<file path="src/rtl/hub_pkg.sv">
// Shared constants and types for the nonce uplink hub.
// Defining NONCE_TAG_EN prefixes every frame with the source slave index byte.
package hub_pkg;

  localparam int NONCE_W = 32;
  localparam int BYTE_W  = 8;
`ifdef NONCE_TAG_EN
  localparam int FRAME_LEN = 5;
`else
  localparam int FRAME_LEN = 4;
`endif
  localparam int FRAME_W = FRAME_LEN * BYTE_W;
  localparam int CNT_W   = 3;

  typedef enum logic [0:0] {
    IDLE = 1'b0,
    SEND = 1'b1
  } state_e;

  // Slave index width; a single slave still gets a 1-bit index.
  function automatic int idx_width(input int n);
    return (n > 1) ? $clog2(n) : 1;
  endfunction

  // (base + off) mod n, for base < n and off <= n.
  function automatic int wrap_inc(input int base, input int off, input int n);
    int sum;
    sum = base + off;
    return (sum >= n) ? sum - n : sum;
  endfunction

endpackage

</file>
<file path="src/rtl/nonce_uplink_arbiter_rr_pick.sv">
// Combinational round-robin picker: first set request at or above rr_ptr, with wrap.
module rr_pick
  import hub_pkg::*;
#(
  parameter int SLAVES = 2,
  parameter int IDX_W  = idx_width(SLAVES)
) (
  input  logic [SLAVES-1:0] req,
  input  logic [IDX_W-1:0]  rr_ptr,
  output logic              grant_valid,
  output logic [IDX_W-1:0]  grant_idx
);

  logic [2*SLAVES-1:0] dbl_s;
  logic [SLAVES-1:0]   rot_s;

  // Rotating a doubled copy puts rr_ptr at bit 0, so the lowest set bit wins.
  assign dbl_s = {req, req} >> rr_ptr;
  assign rot_s = dbl_s[SLAVES-1:0];

  // Scan from the far end down so the nearest request overrides.
  always_comb begin
    grant_valid = 1'b0;
    grant_idx   = '0;
    for (int k = SLAVES - 1; k >= 0; k--) begin
      grant_valid = grant_valid | rot_s[k];
      grant_idx   = rot_s[k] ? IDX_W'(wrap_inc(int'(rr_ptr), k, SLAVES)) : grant_idx;
    end
  end

endmodule

</file>
<file path="src/rtl/nonce_uplink_arbiter.sv">
// Buffers one nonce per hashing core and serializes granted nonces LSB-first to the UART TX.
// Build option NONCE_TAG_EN prepends the slave index byte to each frame.
module nonce_uplink_arbiter
  import hub_pkg::*;
#(
  parameter int SLAVES = 2
) (
  input  logic                      hash_clk,
  input  logic                      reset,
  input  logic [SLAVES-1:0]         new_nonces,
  input  logic [SLAVES*NONCE_W-1:0] slave_nonces,
  output logic                      tx_valid,
  output logic [BYTE_W-1:0]         tx_data,
  input  logic                      tx_ready,
  output logic                      busy,
  output logic [BYTE_W-1:0]         drop_count
);

  localparam int IDX_W = idx_width(SLAVES);

  state_e                           state_r, state_nxt_s;
  logic [SLAVES-1:0][NONCE_W-1:0]   nonce_buf_r;
  logic [SLAVES-1:0]                pending_r, pending_nxt_s, grant_oh_s;
  logic [IDX_W-1:0]                 rr_ptr_r, rr_ptr_nxt_s, grant_idx_s;
  logic                             grant_valid_s, grant_s;
  logic [FRAME_W-1:0]               shift_r, shift_nxt_s;
  logic [CNT_W-1:0]                 byte_cnt_r, byte_cnt_nxt_s;
  logic                             tx_valid_r, busy_r;
  logic [BYTE_W-1:0]                drop_count_r, drop_nxt_s;
  logic [9:0]                       drop_acc_s;

  rr_pick #(.SLAVES(SLAVES), .IDX_W(IDX_W)) u_pick (
    .req         (pending_r),
    .rr_ptr      (rr_ptr_r),
    .grant_valid (grant_valid_s),
    .grant_idx   (grant_idx_s)
  );

  assign tx_valid   = tx_valid_r;
  assign tx_data    = shift_r[BYTE_W-1:0];
  assign busy       = busy_r;
  assign drop_count = drop_count_r;

  // Frame FSM: grant in IDLE, shift one byte out per accepted handshake in SEND.
  always_comb begin
    state_nxt_s    = state_r;
    shift_nxt_s    = shift_r;
    byte_cnt_nxt_s = byte_cnt_r;
    rr_ptr_nxt_s   = rr_ptr_r;
    grant_s        = 1'b0;
    case (state_r)
      IDLE: begin
        if (grant_valid_s) begin
          grant_s        = 1'b1;
          state_nxt_s    = SEND;
          byte_cnt_nxt_s = '0;
          rr_ptr_nxt_s   = IDX_W'(wrap_inc(int'(grant_idx_s), 1, SLAVES));
`ifdef NONCE_TAG_EN
          shift_nxt_s    = {nonce_buf_r[grant_idx_s], BYTE_W'(grant_idx_s)};
`else
          shift_nxt_s    = nonce_buf_r[grant_idx_s];
`endif
        end else begin
          state_nxt_s = IDLE;
        end
      end
      SEND: begin
        if (tx_ready) begin
          shift_nxt_s    = shift_r >> BYTE_W;
          byte_cnt_nxt_s = byte_cnt_r + CNT_W'(1);
          if (byte_cnt_r == CNT_W'(FRAME_LEN - 1)) begin
            state_nxt_s = IDLE;
          end else begin
            state_nxt_s = SEND;
          end
        end else begin
          state_nxt_s = SEND;
        end
      end
      default: begin
        state_nxt_s = IDLE;
      end
    endcase
  end

  // Pending flags and drop accounting; a grant on the same edge as an arrival is not a drop.
  always_comb begin
    grant_oh_s    = '0;
    pending_nxt_s = pending_r;
    drop_acc_s    = {2'b00, drop_count_r};
    for (int i = 0; i < SLAVES; i++) begin
      grant_oh_s[i]    = grant_s & (grant_idx_s == IDX_W'(i));
      pending_nxt_s[i] = new_nonces[i] | (pending_r[i] & ~grant_oh_s[i]);
      drop_acc_s       = drop_acc_s + 10'(new_nonces[i] & pending_r[i] & ~grant_oh_s[i]);
    end
    drop_nxt_s = (drop_acc_s > 10'd255) ? 8'd255 : drop_acc_s[7:0];
  end

  // FSM state, shift register and registered handshake outputs.
  always_ff @(posedge hash_clk or posedge reset) begin
    if (reset) begin
      state_r    <= IDLE;
      shift_r    <= '0;
      byte_cnt_r <= '0;
      rr_ptr_r   <= '0;
      tx_valid_r <= 1'b0;
      busy_r     <= 1'b0;
    end else begin
      state_r    <= state_nxt_s;
      shift_r    <= shift_nxt_s;
      byte_cnt_r <= byte_cnt_nxt_s;
      rr_ptr_r   <= rr_ptr_nxt_s;
      tx_valid_r <= (state_nxt_s == SEND);
      busy_r     <= (state_nxt_s == SEND);
    end
  end

  // Per-slave nonce capture, pending flags and the saturating drop counter.
  always_ff @(posedge hash_clk or posedge reset) begin
    if (reset) begin
      nonce_buf_r  <= '0;
      pending_r    <= '0;
      drop_count_r <= '0;
    end else begin
      pending_r    <= pending_nxt_s;
      drop_count_r <= drop_nxt_s;
      for (int i = 0; i < SLAVES; i++) begin
        if (new_nonces[i]) begin
          nonce_buf_r[i] <= slave_nonces[i*NONCE_W +: NONCE_W];
        end else begin
          nonce_buf_r[i] <= nonce_buf_r[i];
        end
      end
    end
  end

endmodule

</file>
<file path="config.mk">
export PLATFORM = sky130hd
export DESIGN_NAME = nonce_uplink_arbiter
export DESIGN_NICKNAME = d
export VERILOG_FILES = /design/src/rtl/hub_pkg.sv /design/src/rtl/nonce_uplink_arbiter_rr_pick.sv /design/src/rtl/nonce_uplink_arbiter.sv
export SDC_FILE = /design/constraint.sdc
export NUM_CORES = 1
export LEC_CHECK = 0
export ABC_CLOCK_PERIOD_IN_PS = 7050
export CAP_MARGIN = 20
export CORE_UTILIZATION = 40
export CTS_BUF_LIST = sky130_fd_sc_hd__clkbuf_8 sky130_fd_sc_hd__clkbuf_16
export DETAILED_ROUTE_END_ITERATION = 8
export GPL_TIMING_DRIVEN = 0
export PLACE_DENSITY = 0.75
export SETUP_SLACK_MARGIN = 0.15
export SLEW_MARGIN = 20
export SYNTH_ARGS = -nofsm -noshare
export SYNTH_HDL_FRONTEND = slang
export SYNTH_HIERARCHICAL = 1
export SYNTH_SLANG_ARGS = --single-unit
export TNS_END_PERCENT = 20
</file>
<file path="constraint.sdc">
create_clock -name hash_clk -period 7.05 [get_ports hash_clk]
set_clock_uncertainty 0.05 [all_clocks]
set_input_delay 1.0575 -clock hash_clk [delete_from_list [all_inputs] [get_ports hash_clk]]
set_output_delay 1.0575 -clock hash_clk [all_outputs]
set_load 0.03 [all_outputs]
</file>
==> impl.org <==
** Outcome
- The flow ran to the end, and the final reports show no timing, DRC or antenna violations.

** Die
- In this run the horizontal extent of the chip is 116 um.
- The floorplan has 41 rows.
- Initial core utilization :: 41.2%
- Core Region :: 0.0127 sq mm
- Chip height :: 116 um
- 87 I/O pins were placed.
- The die covers 0.0135 sq mm.

** Route
- For this block, the via count after detailed routing is 3,465.
- The count of nets left with antenna violations once routing finished came out at 0.
- Routed wirelength normalized by instance count :: 16.7 um
- Using the TritonRoute via totals, the vias-per-cell ratio works out to 5.13.
- The pre-antenna-repair detailed-routing pass consisted of 4 iterations.
- Detailed Route WL :: 11.3 mm
- For this block, the initial DRC count from the detailed router was 174.
- For this run, design rule violations remaining after detail routing come to 0.

** Power
- Cell-internal power :: 1.52 mW
- The design draws 2.23 mW.
- Lkg Pwr :: 3.07 nW
- Power density over the cells :: 337 mW/mm^2
- The clock network burns 24.7% of the power.
- Worst ir drop on vdd :: 0.128 mV
- In this run, flip-flops and latches consume 40.3% of the power.
- Net switching is 31.7% of the power.
- The analysis attributes to net switching a power of 709 uW.
- Relative contribution of combinational cells to total power :: 34.9%

** Clocking
- Master cell of the clock root buffer :: sky130_fd_sc_hd__clkbuf_16
- Counting every sink on the clock net gives 111.
- In this run the deepest clock path goes through 2 buffers.
- Post CTS Setup Buffer Count :: 0
- TritonCTS built the clock tree.
- The H-tree was split into 3 levels.
- Counting the buffers created by CTS gives 9.
- Resized Gates After CTS :: 0
- Clock insertion delay at the later pin of the skew report :: 340 ps
- After clock tree synthesis, the flow added hold-fix buffers numbering 0.
- Clock-pin slew was measured on the worst setup and hold paths at 70 ps.

** Global route
- For this run, the total global-route usage over all layers was measured as 18.6%.
- Gr ovfl total :: 0
- Antenna violations before repair :: 0
- Entering global routing, the biggest net connects 73 pins.
- Number of global-route vias before repair :: 3,740
- The first global-routing pass estimated 18.9 mm of wire.

** Synthesis
- Count of flip-flops with a built-in enable after synthesis :: 0
- Counting every net in the synthesized netlist gives 477.
- By area the synthesized netlist is led by sky130_fd_sc_hd__dfrtp_1, sky130_fd_sc_hd__mux2_2, sky130_fd_sc_hd__mux2i_1.
- In the synthesized netlist, the number of instances is 404.
- Asr flop ratio synth :: 100%
- Flops & latches, synth :: 111
- The mapped netlist covers 0.00522 sq mm.
- The synthesized design spends more area on one cell type than any other, namely sky130_fd_sc_hd__dfrtp_1.
- The number of different library cells used by synthesis comes to 37.
- Mean instance size in the synthesized netlist :: 12.9 sq um
- The share of synthesized area in the top cell type comes to 53.2%.
- The share of the Yosys chip area taken by registers is 53.2%.
- Total number of yosys warnings :: 6
- Among all flip-flop cells after synthesis, the most frequent one is sky130_fd_sc_hd__dfrtp_1.

** Placement
- Routability-driven placement finished with a final weighted congestion of 0.807.
- Detailed placement ended at an HPWL of 8.10 mm.
- Total of buffers placed on input and output ports :: 83

** STA
- Slew at the pin closest to its max-slew limit :: 484 ps
- Final Hold Viols :: 0
- Setup violations remaining at the end of the flow were counted as 0.
- Relative slew slack :: 67.7%
- Total negative slack :: 0 ps
- Final period utilization :: 40.2%
- Timing would allow up to 353 MHz.
- Number of pins with negative max-slew slack in the final report :: 0
- Final period demand of the worst path :: 2830 ps
- Setup repair after global routing missed its margin :: no

** Hold path
- Path category of the worst min-delay check :: reg -> reg

** Worst setup path
- Register-to-register setup slack :: 4220 ps
- For the worst setup path, the data required time is 7260 ps.
- CP Cell Sequence :: or2_1, buf_2, nand2b_1, clkbuf_1, o211ai_1, fa_1, inv_1, ha_1, and3_1, nand3_1, o21ai_0
- Biggest cell delay along the critical path :: 420 ps
- Slowest stage cell, crit path :: sky130_fd_sc_hd__fa_1
- Data arrives at the worst endpoint at 3040 ps.
- Crit path capture type :: flop
- Kind of critical path :: reg -> reg
- Largest driver fanout on the critical path :: 10
- CP Launch Type :: flop
- The kind of cell with the highest combined delay along the critical path is simple AND/OR/NAND/NOR gates.
- Buffers plus inverters on the worst setup path :: 3

** Final layout
- Filler Cell Count :: 1,114
- After the last flow step, the layout net total stands at 572.
- Area growth, synth to finish :: 26.9%
- Cells with a size suffix above 1 make up 27.4% of the layout.
- The number of antenna diodes in the final layout is 0.

** Run
- Number of violations of the max-capacitance limit :: 0
==> cell usage in the layout, fill, tap and decap left out, drive strengths merged, types with 3 or more instances in the layout <==
cell / netlist / final
dfrtp: 111 / 111
mux2: 89 / 89
clkdlybuf4s50: 0 / 83
buf: 33 / 34
mux2i: 32 / 32
nor2: 27 / 27
a211oi: 24 / 24
a21o: 24 / 24
clkbuf: 5 / 16
o2bb2ai: 8 / 8
inv: 5 / 7
nand2: 5 / 5
o21ai: 5 / 5
nand2b: 4 / 4
a31oi: 4 / 4
and3: 3 / 3
nand3: 3 / 3
ha: 3 / 3
a21oi: 3 / 3
==> power groups by stage <==
stage	combinational, mW	sequential, mW	clock, mW
floorplan	0.514	0.917	0
global route	0.850	0.922	0.592
detailed placement	0.788	0.912	0
finish	0.781	0.901	0.553
global placement	0.762	0.900	0
CTS	0.791	0.900	0.565
==> per-layer routing <==
layer | vias up | global-route usage, % | wire [um]
li1 | 1641 | - | -
met1 | 1734 | 24.7 | 5160
met2 | 84 | 31.4 | 5560
met3 | 6 | 3.37 | 475
met4 | 0 | 4.53 | 89
met5 | - | 0 | 0
==> synthesized netlist by cell type, drive strengths merged, types with 2 or more instances <==
cell and instances:
nand2b 4, buf 33, clkbuf 5, o21ai 5, ha 3, inv 5
a21boi 2, a22o 2, mux2 89, a211oi 24, nand2 5, dfrtp 111
nor2b 2, nor2 27, and3 3, a21oi 3, or2 2, a41oi 2
nand3 3, o2bb2ai 8, mux2i 32, a31oi 4, a21o 24
==> cells by family (layout without fill, tap and decap cells) <==
family / Yosys count / count (layout) / share of synthesized area (%)
buffers and inverters: 43 / 143 / 5.08
adder cells (fa/ha/maj): 4 / 4 / 1.10
AND/OR/NAND/NOR: 47 / 47 / 4.10
AO/OA/AOI/OAI: 76 / 76 / 10.8
XOR/XNOR: 2 / 2 / 0.336
flip-flops: 111 / 111 / 53.2
multiplexers: 121 / 121 / 25.3
==> sequential cells by signal, summed over array words and instances, names as in the netlist <==
| name | cells |
|---|---|
| busy | 1 |
| byte_cnt_r | 3 |
| drop_count | 8 |
| nonce_buf_r | 64 |
| pending_r | 2 |
| rr_ptr_r | 1 |
| shift_r | 32 |
==> area by class of cell <==
class	count	area [sq um]	area share (%)
tap	172	215	3.25
sequential	111	2780	41.9
clock inverter	5	72.6	1.10
inverter	5	23.8	0.359
clock buffer	11	253	3.82
timing repair buffer	84	858	13.0
multi-input combinational	250	2180	32.9
buffer	38	246	3.72
==> worst paths after layout <==
| path | startpoint | depth (start not counted) | endpoint |
|---|---|---|---|
| setup / recovery | pending_r[0] | 11 | drop_count[5] |
| hold / removal | shift_r[30] | 1 | shift_r[30] |
| setup reg to reg | pending_r[0] | 11 | drop_count[5] |
| hold reg to reg | shift_r[30] | 1 | shift_r[30] |
| min in group asynchronous | reset | 2 | nonce_buf_r[63] |
| max in group asynchronous | reset | 3 | nonce_buf_r[8] |
==> per-stage QoR <==
stage                     hold slack, ps  instance area [sq um]  setup WS, ps  util, %  std cells
final                                443                   6620          4220     52.3        676
after global routing                 460                   6620          3890     52.3        676
after CTS                            445                   6620          4220     52.3        676
after detailed placement             430                   6300          3880     49.7        660
after global placement               422                   6260          1500     49.4        659
after floorplan                      401                   5220          3010        -        404
Note: power is estimated with default switching activity, not from simulation.
